--- config.mk ---
export PLATFORM = sky130hd
export DESIGN_NAME = trim_gain_sequencer
export DESIGN_NICKNAME = d
export VERILOG_FILES = /design/src/rtl/trim_gain_sequencer.sv
export SDC_FILE = /design/constraint.sdc
export NUM_CORES = 1
export LEC_CHECK = 0
export BUFFER_PORTS_ARGS = -buffer_cell sky130_fd_sc_hd__buf_2
export CAP_MARGIN = 5
export CORE_UTILIZATION = 35
export CTS_BUF_LIST = sky130_fd_sc_hd__clkbuf_4
export DETAILED_ROUTE_END_ITERATION = 10
export PLACE_DENSITY = 0.64
export REMOVE_ABC_BUFFERS = 1
export SLEW_MARGIN = 10
export SYNTH_ARGS = -nofsm -noshare
export SYNTH_HDL_FRONTEND = slang
export SYNTH_SLANG_ARGS = --single-unit
--- constraint.sdc ---
create_clock -name clk -period 9.26 [get_ports clk]
set_input_delay 0.463 -clock clk [delete_from_list [all_inputs] [get_ports clk]]
set_output_delay 0.463 -clock clk [all_outputs]
set_load 0.01 [all_outputs]
--- src/rtl/trim_gain_sequencer.sv ---
// ----------------------------------------------------------------------------
// trim_gain_sequencer
//
// Writes a set of gain-compensation factors into the trim block through its
// GPIO-style port: a data word plus one-hot per-gain write strobes. Two
// requesters compete for the port: the processor (ps) and auto-calibration
// (cal). The winner's gain vector is latched at grant. It is then written
// out one gain per cycle. The trim block commits the whole set atomically
// when it sees the strobe for the last gain. A write can optionally be held
// back until a frame boundary, so that a new gain set never lands mid-frame.
//
// Ports
//   clk, rst      system clock, asynchronous active-high reset
//   psReq         processor load request (level)
//   psGains       processor gain vector, gain i at [i*GAIN_WIDTH +: GAIN_WIDTH]
//   psAck         one-cycle pulse: processor gain set committed
//   calReq        calibration load request (level)
//   calGains      calibration gain vector, same packing as psGains
//   calAck        one-cycle pulse: calibration gain set committed
//   frameStrobe   frame boundary pulse
//   gpioData      current gain word, zero-extended to GPIO_WIDTH
//   gainStrobes   one-hot write strobe, one bit per gain
//   busy          high whenever the sequencer is not idle
//   grantCal      1 when the current or last grant went to calibration
//   timeoutCount  saturating count of frame-sync timeouts
// ----------------------------------------------------------------------------
module trim_gain_sequencer #(
    parameter int NUM_GAINS    = 4,
    parameter int GAIN_WIDTH   = 27,
    parameter int GPIO_WIDTH   = 32,
    parameter int SYNC_ENABLE  = 1,
    parameter int SYNC_TIMEOUT = 1024
) (
    input  logic                            clk,
    input  logic                            rst,
    input  logic                            psReq,
    input  logic [NUM_GAINS*GAIN_WIDTH-1:0] psGains,
    output logic                            psAck,
    input  logic                            calReq,
    input  logic [NUM_GAINS*GAIN_WIDTH-1:0] calGains,
    output logic                            calAck,
    input  logic                            frameStrobe,
    output logic [GPIO_WIDTH-1:0]           gpioData,
    output logic [NUM_GAINS-1:0]            gainStrobes,
    output logic                            busy,
    output logic                            grantCal,
    output logic [7:0]                      timeoutCount
);

    localparam int VEC_W = NUM_GAINS * GAIN_WIDTH;
    // The index register also has to hold NUM_GAINS itself. That value marks
    // "all strobes issued".
    localparam int IDX_W = $clog2(NUM_GAINS + 1);
    localparam int TMR_W = (SYNC_TIMEOUT > 1) ? $clog2(SYNC_TIMEOUT) : 1;
    localparam logic [IDX_W-1:0] IDX_ALL_SENT = IDX_W'(NUM_GAINS);
    localparam logic [TMR_W-1:0] TMR_LAST     = TMR_W'(SYNC_TIMEOUT - 1);

    // Reject configurations the packing and zero-extension cannot support.
    generate
        if (NUM_GAINS < 2) begin : g_bad_num_gains
            $error("trim_gain_sequencer: NUM_GAINS must be >= 2");
        end
        if (GAIN_WIDTH > GPIO_WIDTH) begin : g_bad_gain_width
            $error("trim_gain_sequencer: GAIN_WIDTH must not exceed GPIO_WIDTH");
        end
        if (SYNC_TIMEOUT < 1) begin : g_bad_timeout
            $error("trim_gain_sequencer: SYNC_TIMEOUT must be >= 1");
        end
    endgenerate

    typedef enum logic [1:0] {
        IDLE,
        SYNC,
        WRITE,
        DONE
    } state_t;

    state_t            state;
    logic [IDX_W-1:0]  idx;
    logic [TMR_W-1:0]  timer;
    logic [VEC_W-1:0]  latched;
    logic              prefer_cal;

    logic              win_cal;
    logic [VEC_W-1:0]  win_gains;
    logic [GPIO_WIDTH-1:0] first_word_in;
    logic [GPIO_WIDTH-1:0] first_word_latched;
    logic [GPIO_WIDTH-1:0] cur_word;

    function automatic logic [GPIO_WIDTH-1:0] zext(input logic [GAIN_WIDTH-1:0] g);
        logic [GPIO_WIDTH-1:0] w;
        w = '0;
        w[GAIN_WIDTH-1:0] = g;
        return w;
    endfunction

    // Arbitration and word selection. On a tie, prefer_cal decides the grant.
    // It always points at the requester that was not served last. Reset
    // clears it, so the first tie goes to the processor. The word for the
    // next strobe is muxed out of the latched vector by the running index.
    always_comb begin
        if (psReq && calReq) begin
            win_cal = prefer_cal;
        end else begin
            win_cal = calReq;
        end
        win_gains = win_cal ? calGains : psGains;

        first_word_in      = zext(win_gains[GAIN_WIDTH-1:0]);
        first_word_latched = zext(latched[GAIN_WIDTH-1:0]);

        cur_word = '0;
        for (int i = 0; i < NUM_GAINS; i++) begin
            if (idx == IDX_W'(i)) begin
                cur_word = zext(latched[i*GAIN_WIDTH +: GAIN_WIDTH]);
            end
        end
    end

    // Main sequencer. The outputs are registered, so each state sets up the
    // values for the following cycle. When leaving IDLE (no sync) or SYNC,
    // the sequencer already issues strobe 0. WRITE then issues strobes
    // 1..NUM_GAINS-1. It spends one more cycle turning the strobes off and
    // raising the ack, and DONE drops the ack. Strobe i is therefore
    // visible i+1 cycles after the grant decision (without sync). The ack
    // follows NUM_GAINS+1 cycles after that decision.
    always_ff @(posedge clk or posedge rst) begin
        if (rst) begin
            state        <= IDLE;
            idx          <= '0;
            timer        <= '0;
            latched      <= '0;
            prefer_cal   <= 1'b0;
            gpioData     <= '0;
            gainStrobes  <= '0;
            psAck        <= 1'b0;
            calAck       <= 1'b0;
            busy         <= 1'b0;
            grantCal     <= 1'b0;
            timeoutCount <= '0;
        end else begin
            psAck  <= 1'b0;
            calAck <= 1'b0;

            case (state)
                IDLE: begin
                    if (psReq || calReq) begin
                        latched    <= win_gains;
                        grantCal   <= win_cal;
                        prefer_cal <= ~win_cal;
                        busy       <= 1'b1;
                        timer      <= '0;
                        if (SYNC_ENABLE != 0) begin
                            state <= SYNC;
                        end else begin
                            gpioData    <= first_word_in;
                            gainStrobes <= NUM_GAINS'(1);
                            idx         <= IDX_W'(1);
                            state       <= WRITE;
                        end
                    end
                end

                SYNC: begin
                    // A frame strobe wins over a timeout that expires in
                    // the same cycle. Only a real timeout is counted.
                    if (frameStrobe || (timer == TMR_LAST)) begin
                        if (!frameStrobe && (timeoutCount != 8'hFF)) begin
                            timeoutCount <= timeoutCount + 8'd1;
                        end
                        gpioData    <= first_word_latched;
                        gainStrobes <= NUM_GAINS'(1);
                        idx         <= IDX_W'(1);
                        timer       <= '0;
                        state       <= WRITE;
                    end else begin
                        timer <= timer + TMR_W'(1);
                    end
                end

                WRITE: begin
                    if (idx == IDX_ALL_SENT) begin
                        gainStrobes <= '0;
                        idx         <= '0;
                        if (grantCal) begin
                            calAck <= 1'b1;
                        end else begin
                            psAck <= 1'b1;
                        end
                        state <= DONE;
                    end else begin
                        gpioData    <= cur_word;
                        gainStrobes <= NUM_GAINS'(1) << idx;
                        idx         <= idx + IDX_W'(1);
                    end
                end

                DONE: begin
                    busy  <= 1'b0;
                    state <= IDLE;
                end

                default: begin
                    state <= IDLE;
                end
            endcase
        end
    end

endmodule
# [Word level (Yosys, flattened, before mapping)]
# Cells that the tools add are included.
# Widths: inputs -> output; s select.
[classes] n_addsub=3 n_eq_ne=13 n_shift=1 n_mux=30 n_bitwise=1 n_reduce_logical=17
[ops] operator="$mux 32" count=5
[ops] operator="$mux 108" count=1
[ops] operator="$pmux 32 s2" count=1
[ops] operator="$mux 27" count=1
[ops] operator="$mux 10" count=2
[ops] operator="$pmux 10 s2" count=1
[ops] operator="$add 10x1->10 const B" count=1
[ops] operator="$eq 10x10->1 const B" count=1
[ops] operator="$reduce_and 3->1" count=3
[ops] operator="$add 8x1->8 const B" count=1
[ops] operator="$mux 1" count=8
[ops] operator="$mux 4" count=2
[ops] operator="$ne 2x2->1 const B" count=4
[ops] operator="$ne 8x8->1 const B" count=1
[ops] operator="$pmux 2 s4" count=1
[ops] operator="$pmux 4 s2" count=1
[ops] operator="$reduce_and 2->1" count=4
[ops] operator="$eq 3x2->1 const B" count=2
[ops] operator="$mux 2" count=3
[ops] operator="$mux 3" count=2
[ops] operator="$pmux 3 s2" count=1
[ops] operator="$reduce_bool 2->1" count=3
[ops] operator="$eq 2x2->1 const B" count=2
[ops] operator="$shl 1x3->4 const A" count=1
[ops] operator="11 further kinds" count=13
[totals] ff_bits=172 inputBits=221 output_inout_bits=48 word_cells=77

# [Longest topological paths before layout]
# Gate-level depths: netlist of run 1.
[logic_depth] ltp_word=7 depth_mapped=9 depth_no_buf=6

# [Worst setup path before layout of run 1]
# No wires, ideal clock.
[synth_path] path_type="register to register" start="register timer[0]" end="register gpioData[0]" setup_ns=0.125 arrival_time_ns=1.934 t_required_ns=9.135 path_slack_ns=7.201 stages_incl_launch_ff=7 n_path_buf=1 synth_period_minus_slack_ns=2.059 path_cell_list="dfrtp_1 -> ha_1 -> and3_1 -> a31oi_4 -> a311oi_4 -> buf_6 -> mux2_2"
[synth_between] elab_chain_len=4
[synth_rtl] element="start, declared" line="80" rtl="logic [TMR_W-1:0] timer;"
[synth_rtl] element="start signal, assigned" line="177" rtl="timer <= timer + TMR_W'(1);"
[synth_rtl] element="$eq 10x10->1" line="167" rtl="if (frameStrobe || (timer == TMR_LAST)) begin"
[synth_rtl] element="$logic_or 1x1->1" line="167"
[synth_rtl] element="$ne 2x2->1 (no line)"
[synth_rtl] element="$reduce_and 3->1 (no line)"
[synth_rtl] element="end signal, assigned" line="156" rtl="gpioData <= first_word_in;"
[synth_rtl] element="end signal, assigned" line="171" rtl="gpioData <= first_word_latched;"
[synth_rtl] element="end signal, assigned" line="192" rtl="gpioData <= cur_word;"
[synth_rtl] element="end, declared" line="43" rtl="output logic [GPIO_WIDTH-1:0] gpioData,"
# No other way between the ends.
# A chain may end at the register's enable or synchronous reset.

# [Final worst setup path of run 1]
[layout_path] start="register state[0]" end="register latched[45]"
[layout_between] elab_chain_len=2
[layout_rtl] element="start, declared" line="78" rtl="state_t state;"
[layout_rtl] element="start signal, assigned" line="129" rtl="state <= IDLE;"
[layout_rtl] element="start signal, assigned" line="154" rtl="state <= SYNC;"
[layout_rtl] element="start signal, assigned" line="159" rtl="state <= WRITE;"
[layout_rtl] element="$logic_not 2->1" line="145" rtl="case (state)"
[layout_rtl] element="$reduce_and 2->1 (no line)"
[layout_rtl] element="end signal, assigned" line="148" rtl="latched <= win_gains;"
[layout_rtl] element="end, declared" line="81" rtl="logic [VEC_W-1:0] latched;"
# No other way between the ends.

==> results of run 1 <==
==> sequential cells by signal, indices dropped and copies added, names as in the netlist <==
name / flops
gainStrobes: 4
timer: 10
psAck: 1
prefer_cal: 1
calAck: 1
state: 2
timeoutCount: 8
idx: 3
grantCal: 1
latched: 108
gpioData: 27
busy: 1
==> metrics by stage <==
| step | instance area [sq um] | hold slack (ns) | utilization | total power [mW] |
|---|---|---|---|---|
| finish | 9870 | 0.0457 | 0.437 | 3.13 |
| floorplan | 7740 | 0.440 | - | 2.21 |
| global route | 9870 | 0.0476 | 0.437 | 3.37 |
| global placement | 9530 | 0.467 | 0.422 | 2.63 |
| detailed placement | 9530 | 0.466 | 0.422 | 2.65 |
| CTS | 9850 | 0.0463 | 0.436 | 3.15 |
==> cells by family after synthesis <==
family          after synthesis  synth area share
xor+xnor                      5           0.00546
simple gates                 91            0.0630
buf+inv                     187            0.0933
other cells                   1          0.000467
mux                          32            0.0488
fa+ha+maj                    11            0.0172
compound gates              230             0.251
flops                       167             0.521
==> final cells by class <==
class	count	area, sq um	share of cell area
Antenna cell	1	2.50	0.000253
Clock inverter	14	189	0.0191
Sequential cell	167	4180	0.423
Inverter	119	452	0.0457
Tap cell	285	357	0.0361
Timing Repair Buffer	273	1400	0.142
Multi-Input combinational cell	374	3160	0.320
Clock buffer	18	135	0.0137
==> routing by layer <==
| layer | part of all wire | vias up | global-route usage | wire length [microns] |
|---|---|---|---|---|
| met4 | 0.011 | 0 | 0.0505 | 263 |
| met1 | 0.43 | 3459 | 0.267 | 10100 |
| li1 | - | 3236 | - | - |
| met5 | 0 | - | 0 | 0 |
| met2 | 0.48 | 352 | 0.327 | 11100 |
| met3 | 0.080 | 20 | 0.0456 | 1860 |
==> synthesized netlist by cell type, drive strengths merged, types with 2 or more instances <==
master	count	area, sq um
a21o	3	22.5
a21oi	10	50.1
a221oi	27	236
a222oi	108	1080
a22o	3	26.3
a22oi	27	203
a31oi	2	27.5
and2	5	31.3
and3	8	50.1
buf	12	91.3
clkbuf	56	210
dfrtp	167	4180
ha	11	138
inv	119	447
mux2	30	372
mux2i	2	20.0
nand2	16	60.1
nand2b	3	18.8
nand3	12	60.1
nand4	4	25.0
nor2	5	18.8
nor2b	29	181
nor3	2	10.0
o21ai	14	70.1
o31ai	28	210
or3	2	12.5
xnor2	5	43.8
==> power by group through the flow <==
stage	clock (mW)	sequential, mW	combinational (mW)
after floorplan	0	1.22	0.983
after global placement	0	1.27	1.36
after detailed placement	0	1.26	1.39
after CTS	0.504	1.26	1.39
after global routing	0.532	1.29	1.54
final	0.484	1.26	1.38
==> path summary, 6_finish.rpt <==
check | from | to | slack (ns) | depth (start not counted)
setup / recovery | state[0] | latched[45] | 6.58 | 7
hold / removal | rst | gainStrobes[2] | 0.05 | 2
setup reg to reg | state[0] | latched[45] | 6.58 | 7
hold reg to reg | timer[9] | timer[9] | 0.48 | 1
max in group asynchronous | rst | latched[1] | 7.70 | 3
min in group clk | calGains[39] | latched[39] | 0.13 | 3
==> worst max-delay path: stages (launching register included) <==
cell      delay (ns)
dfrtp_1         0.45
inv_1           0.10
ha_1            0.31
nand2_1         0.13
a21oi_4         0.32
buf_4           0.77
a222oi_1        0.28
inv_1           0.10
==> metrics.md, run 1 <==
| Metric | Value |
|---|---|
| Status | finished clean |
| Largest net degree at the start of global routing | a little under 100 |
| Insertion delay to the later sink of the worst-skew pair | roughly 0.55 ns |
| Setup TNS | 0 ns |
| Peak VDD IR | approximately 0.00014 V |
| Vias in the first global route | 6885 |
| Commonest cells after routing, fill and taps aside | 263 x buf_2, 167 x dfrtp_1, 118 x inv_1 |
| Resized Gates After CTS | 0 |
| Cell Int Power | about 1.9 mW |
| Final Hold Fails | 0 |
| GRT Total Usage | 0.200 |
| FMAX | between 0.3 and 0.4 GHz |
| Die boundary height | 153 microns |
| Max_cap viols | 0 |
| TritonCTS buffer count | 17 |
| Power per cell area | 317 nW/um^2 |
| Cell Count, Final, Fillers Out | 1251 |
| HPWL Detailed | around 15 mm |
| Layout cell share with drive strength beyond 1 | 0.359 |
| Worst-Margin Slew | roughly 1.1 ns |
| Main synth FF type | dfrtp_1 |
| Mean Syn Cell Area | 11.1 sq um |
| Pre-CTS WS | about 6.2 ns |
| Syn Std Cell Area | ~8000 sq um |
| Final WL | approximately 23 mm |
| Total die area | about 24000 sq um |
| RD Place Congestion | between 0.7 and 0.8 |
| P_sw | between 1 and 1.5 mW |
| # rows | 55 |
| Max-slew violations | 0 |
| WP data required | between 9 and 10 ns |
| First-pass GRT wire length | approximately 37 mm |
| RSZ-0062 raised after global routing | no |
| Fin crit period | ~2.7 ns |
| Crit start category | flip-flop |
| Area delta synth->final | 23.1% |
| CP Max Fanout | about 100 |
| Initial DRC Count | 865 |
| 1st-pass router iterations | 10 |
| Routed wire per std cell | 18.7 microns |
| Yosys reg bits | 167 |
| FFs w/ async S/R, synth | 1.00 |
| Hold_buf cts | 0 |
| CTS tree | built |
| Gr ovfl total | 0 |
| Synth unique cells | 45 |
| Comb power frac | 0.442 |
| Post-route setup slack | approximately 6.6 ns |
| DR vias | between 7000 and 8000 |
| Synthesized instance count | between 700 and 800 |
| Worst setup path class | reg -> reg |
| Switching part of the total | 0.406 |
| Commonest non-fill, non-tap cell in the layout | buf_2 |
| IO buf count | approximately 260 |
| Final setup fails | 0 |
| Clock buffer depth | 2 |
| Fillers | about 2200 |
| Root buffer cell | clkbuf_4 |
| CP Capture Type | flip-flop |
| Worst slew margin | 0.226 |
| Fin crit share | 0.289 |
| Initial Util | 0.355 |
| Htree depth | 4 |
| Die width | 153 microns |
| Worst Hold Class | in -> async |
| I/O Pins | around 270 |
| Drc violations | 0 |
| Post-synth EDFFs | 0 |
| Clock slew at reported path FFs | between 0.15 and 0.2 ns |
| Worst Path Arrival | ~3.2 ns |
| Clk pwr share | 0.155 |
| Post-placement cell count | about 1200 |
| Yosys warns | 0 |
| Initial antenna violation count | 1 |
| Post-CTS Setup Bufs | 0 |
| Worst clock skew | around 0.025 ns |
| Sequential area share after synthesis | 0.521 |
| DR vias/cell | approximately 5.6 |
| Leakage | approximately 5.2 nW |
| Clock sink count | 167 |
| Detail Route Antenna Nets | 0 |
| Fin nets | between 1000 and 1500 |
| Sequential share of power | 0.403 |
| Core Area | approximately 23000 sq um |
Note: power is estimated with default switching activity, not from simulation.
==> run 2, diff against run 1 <==
==> constraint.sdc (replaced) <==
create_clock -name clk -period 2.5 [get_ports clk]
set_input_delay 0.125 -clock clk [delete_from_list [all_inputs] [get_ports clk]]
set_output_delay 0.125 -clock clk [all_outputs]
set_load 0.01 [all_outputs]
==> metrics.md, run 2 (synthesis results as in run 1) <==
| Metric | Value |
|---|---|
| Clock buffer depth | 2 (unchanged) |
| Fin crit period | 2.30 ns (-0.382 ns) |
| Worst-Margin Slew | 1.11 ns (-0.0346 ns) |
| Area delta synth->final | 52.1% |
| GR Util met2 | 0.399 (+0.0715) |
| Busiest grt layer | met2 |
| TritonCTS buffer count | 17 (unchanged) |
| Max FFs per register | 108 (unchanged) |
| Final Util | 0.541 (+0.103) |
| Commonest non-fill, non-tap cell in the layout | buf_2 |
| R2R setup slack | 0.20 ns (-6.38 ns) |
| Core Area | 22600 sq um (unchanged) |
| Detail Route Antenna Nets | 0 (unchanged) |
| Reg-to-Reg Start | state[0] |
| DR vias | 8354 (+18%) |
| Regs by FF count | latched: 108 flops, gpioData: 27 flops, timer: 10 flops |
| GRT Total Usage | 0.241 (+0.0408) |
| I/O Pins | 269 (unchanged) |
| Total die area | 23500 sq um (unchanged) |
| Final WL | 28.7 mm (+23%) |
| Worst Path Arrival | 2.80 ns (-0.35 ns) |
| Gr ovfl total | 0 (unchanged) |
| Die boundary height | 153 microns (unchanged) |
| Worst Hold Class | in -> async |
| Cell Count, Final, Fillers Out | 1481 (+18%) |
| Post-placement cell count | 1227 (+0.82%) |
| Worst clock skew | 0.0319 ns (+0.00740 ns) |
| CTS tree | built |
| Status | finished clean |
| Root buffer cell | clkbuf_4 |
| HPWL Detailed | 16.1 mm (+5.1%) |
| Max_cap viols | 0 (unchanged) |
| Drc violations | 0 (unchanged) |
| Most used cell, CP | inv_1 |
| Commonest cells after routing, fill and taps aside | 263 x buf_2, 220 x dlygate4sd3_1, 167 x dfrtp_1 |
| GR Util met3 | 0.0530 (+0.00737) |
| Slowest CP cell | dlygate4sd3_1 |
| Setup TNS | 0 ns (unchanged) |
| Fin nets | 1414 (+19%) |
| First-pass GRT wire length | 44.1 mm (+20%) |
| Met1 usage | 0.299 (+0.0327) |
| Vias in the first global route | 8280 (+20%) |
| # rows | 55 (unchanged) |
| IO buf count | 263 (unchanged) |
| Worst setup path class | reg -> reg |
| Leakage | 6.19 nW (+19%) |
| Max-slew violations | 0 (unchanged) |
| Worst slew margin | 0.249 (+0.0233) |
| Fillers | 1892 (-14%) |
| Largest net degree at the start of global routing | 64 (-35%) |
| Clock sink count | 167 (unchanged) |
| DR vias/cell | 5.64 (-0.15%) |
| Layout cell share with drive strength beyond 1 | 0.299 (-0.0598) |
| Initial antenna violation count | 1 (unchanged) |
| WP data required | 3.01 ns (-6.72 ns) |
| CP Launch Point | state[0] |
| CP Capture Type | flip-flop |
| Peak VDD IR | 0.000512 V (+260%) |
| Final setup fails | 0 (unchanged) |
| Die width | 153 microns (unchanged) |
| Power per cell area | 996 nW/um^2 (+210%) |
| Clock slew at reported path FFs | 0.18 ns (+0.02 ns) |
| Initial Util | 0.355 (unchanged) |
| RD Place Congestion | 0.805 (+3.2%) |
| RSZ-0062 raised after global routing | no |
| Insertion delay to the later sink of the worst-skew pair | 0.58 ns (+0.03 ns) |
| Top reg by flops | latched |
| Initial DRC Count | 1186 (+37%) |
| Fin crit share | 0.918 (+0.629) |
| Final Hold Fails | 0 (unchanged) |
| CP Max Fanout | 63 (-36%) |
| Post-CTS Setup Bufs | 0 (unchanged) |
| Routed wire per std cell | 19.4 microns (+3.6%) |
| Slowest stage delay, CP | 0.60 ns (-0.17 ns) |
| Critical path, cell by cell | inv_1 > ha_2 > nand2_1 > a21oi_4 > buf_12 > a222oi_1 > dlygate4sd3_1 > inv_1 |
| Crit start category | flip-flop |
| FMAX | 0.436 GHz (+17%) |
| 1st-pass router iterations | 11 (+1) |
| Htree depth | 4 (unchanged) |
[run 2: layer usage]
metal	vias up	part of all wire
li1	3702	-
met1	4064	0.40
met2	501	0.48
met3	87	0.090
met4	0	0.034
met5	-	0
[run 2: power breakdown]
| part | switching [mW] | internal, mW | leakage [nW] |
|---|---|---|---|
| clock | 1.14 | 0.473 | 0.155 |
| sequential | 0.866 | 3.85 | 2.11 |
| combinational | 3.09 | 2.74 | 3.93 |
| total | 5.09 | 7.06 | 6.19 |
[run 2: path summary, 6_finish.rpt]
path                               end  depth (start not counted)
max                        latched[14]                          8
min in group clk                  busy                          4
min reg2reg                   timer[9]                          1
max reg2reg                latched[14]                          8
max in group asynchronous  latched[22]                          4
min                        latched[97]                          3
[run 2: metrics by stage]
stage	hold slack [ns]	instance area [sq um]	total power [mW]	worst slack, ns
2_1_floorplan	0.250	7740	8.14	-4.04
3_3_place_gp	0.250	9690	9.89	0.333
3_5_place_dp	0.257	9690	10.0	0.175
4_1_cts	0.123	12200	12.0	0.164
5_1_grt	0.162	12200	13.0	0.0985
6_report	0.154	12200	12.2	0.205
[run 2: repair_timing]
action	in CTS	in global routing
endpoints found under the hold margin	173	0
setup endpoints to repair	0	11
gates resized for setup	0	2
hold buffers	220	0
[run 2: worst max-delay path: cells and delay by family, from the launching register on]
family | cells | cell delay (ns)
compound gates | 2 | 0.46
fa+ha+maj | 1 | 0.25
buf+inv | 4 | 0.91
flops | 1 | 0.43
simple gates | 1 | 0.13
[run 2: layout make-up]
type / instances / area (sq um) / area share
repair buffers: 502 / 3750 / 0.307
flip-flops and latches: 167 / 4180 / 0.342
inverters: 119 / 452 / 0.0370
multi-input cells: 375 / 3170 / 0.260
clock buffers: 18 / 135 / 0.0111
well taps: 285 / 357 / 0.0292
clock inverters: 14 / 156 / 0.0128
diodes: 1 / 2.50 / 0.000205
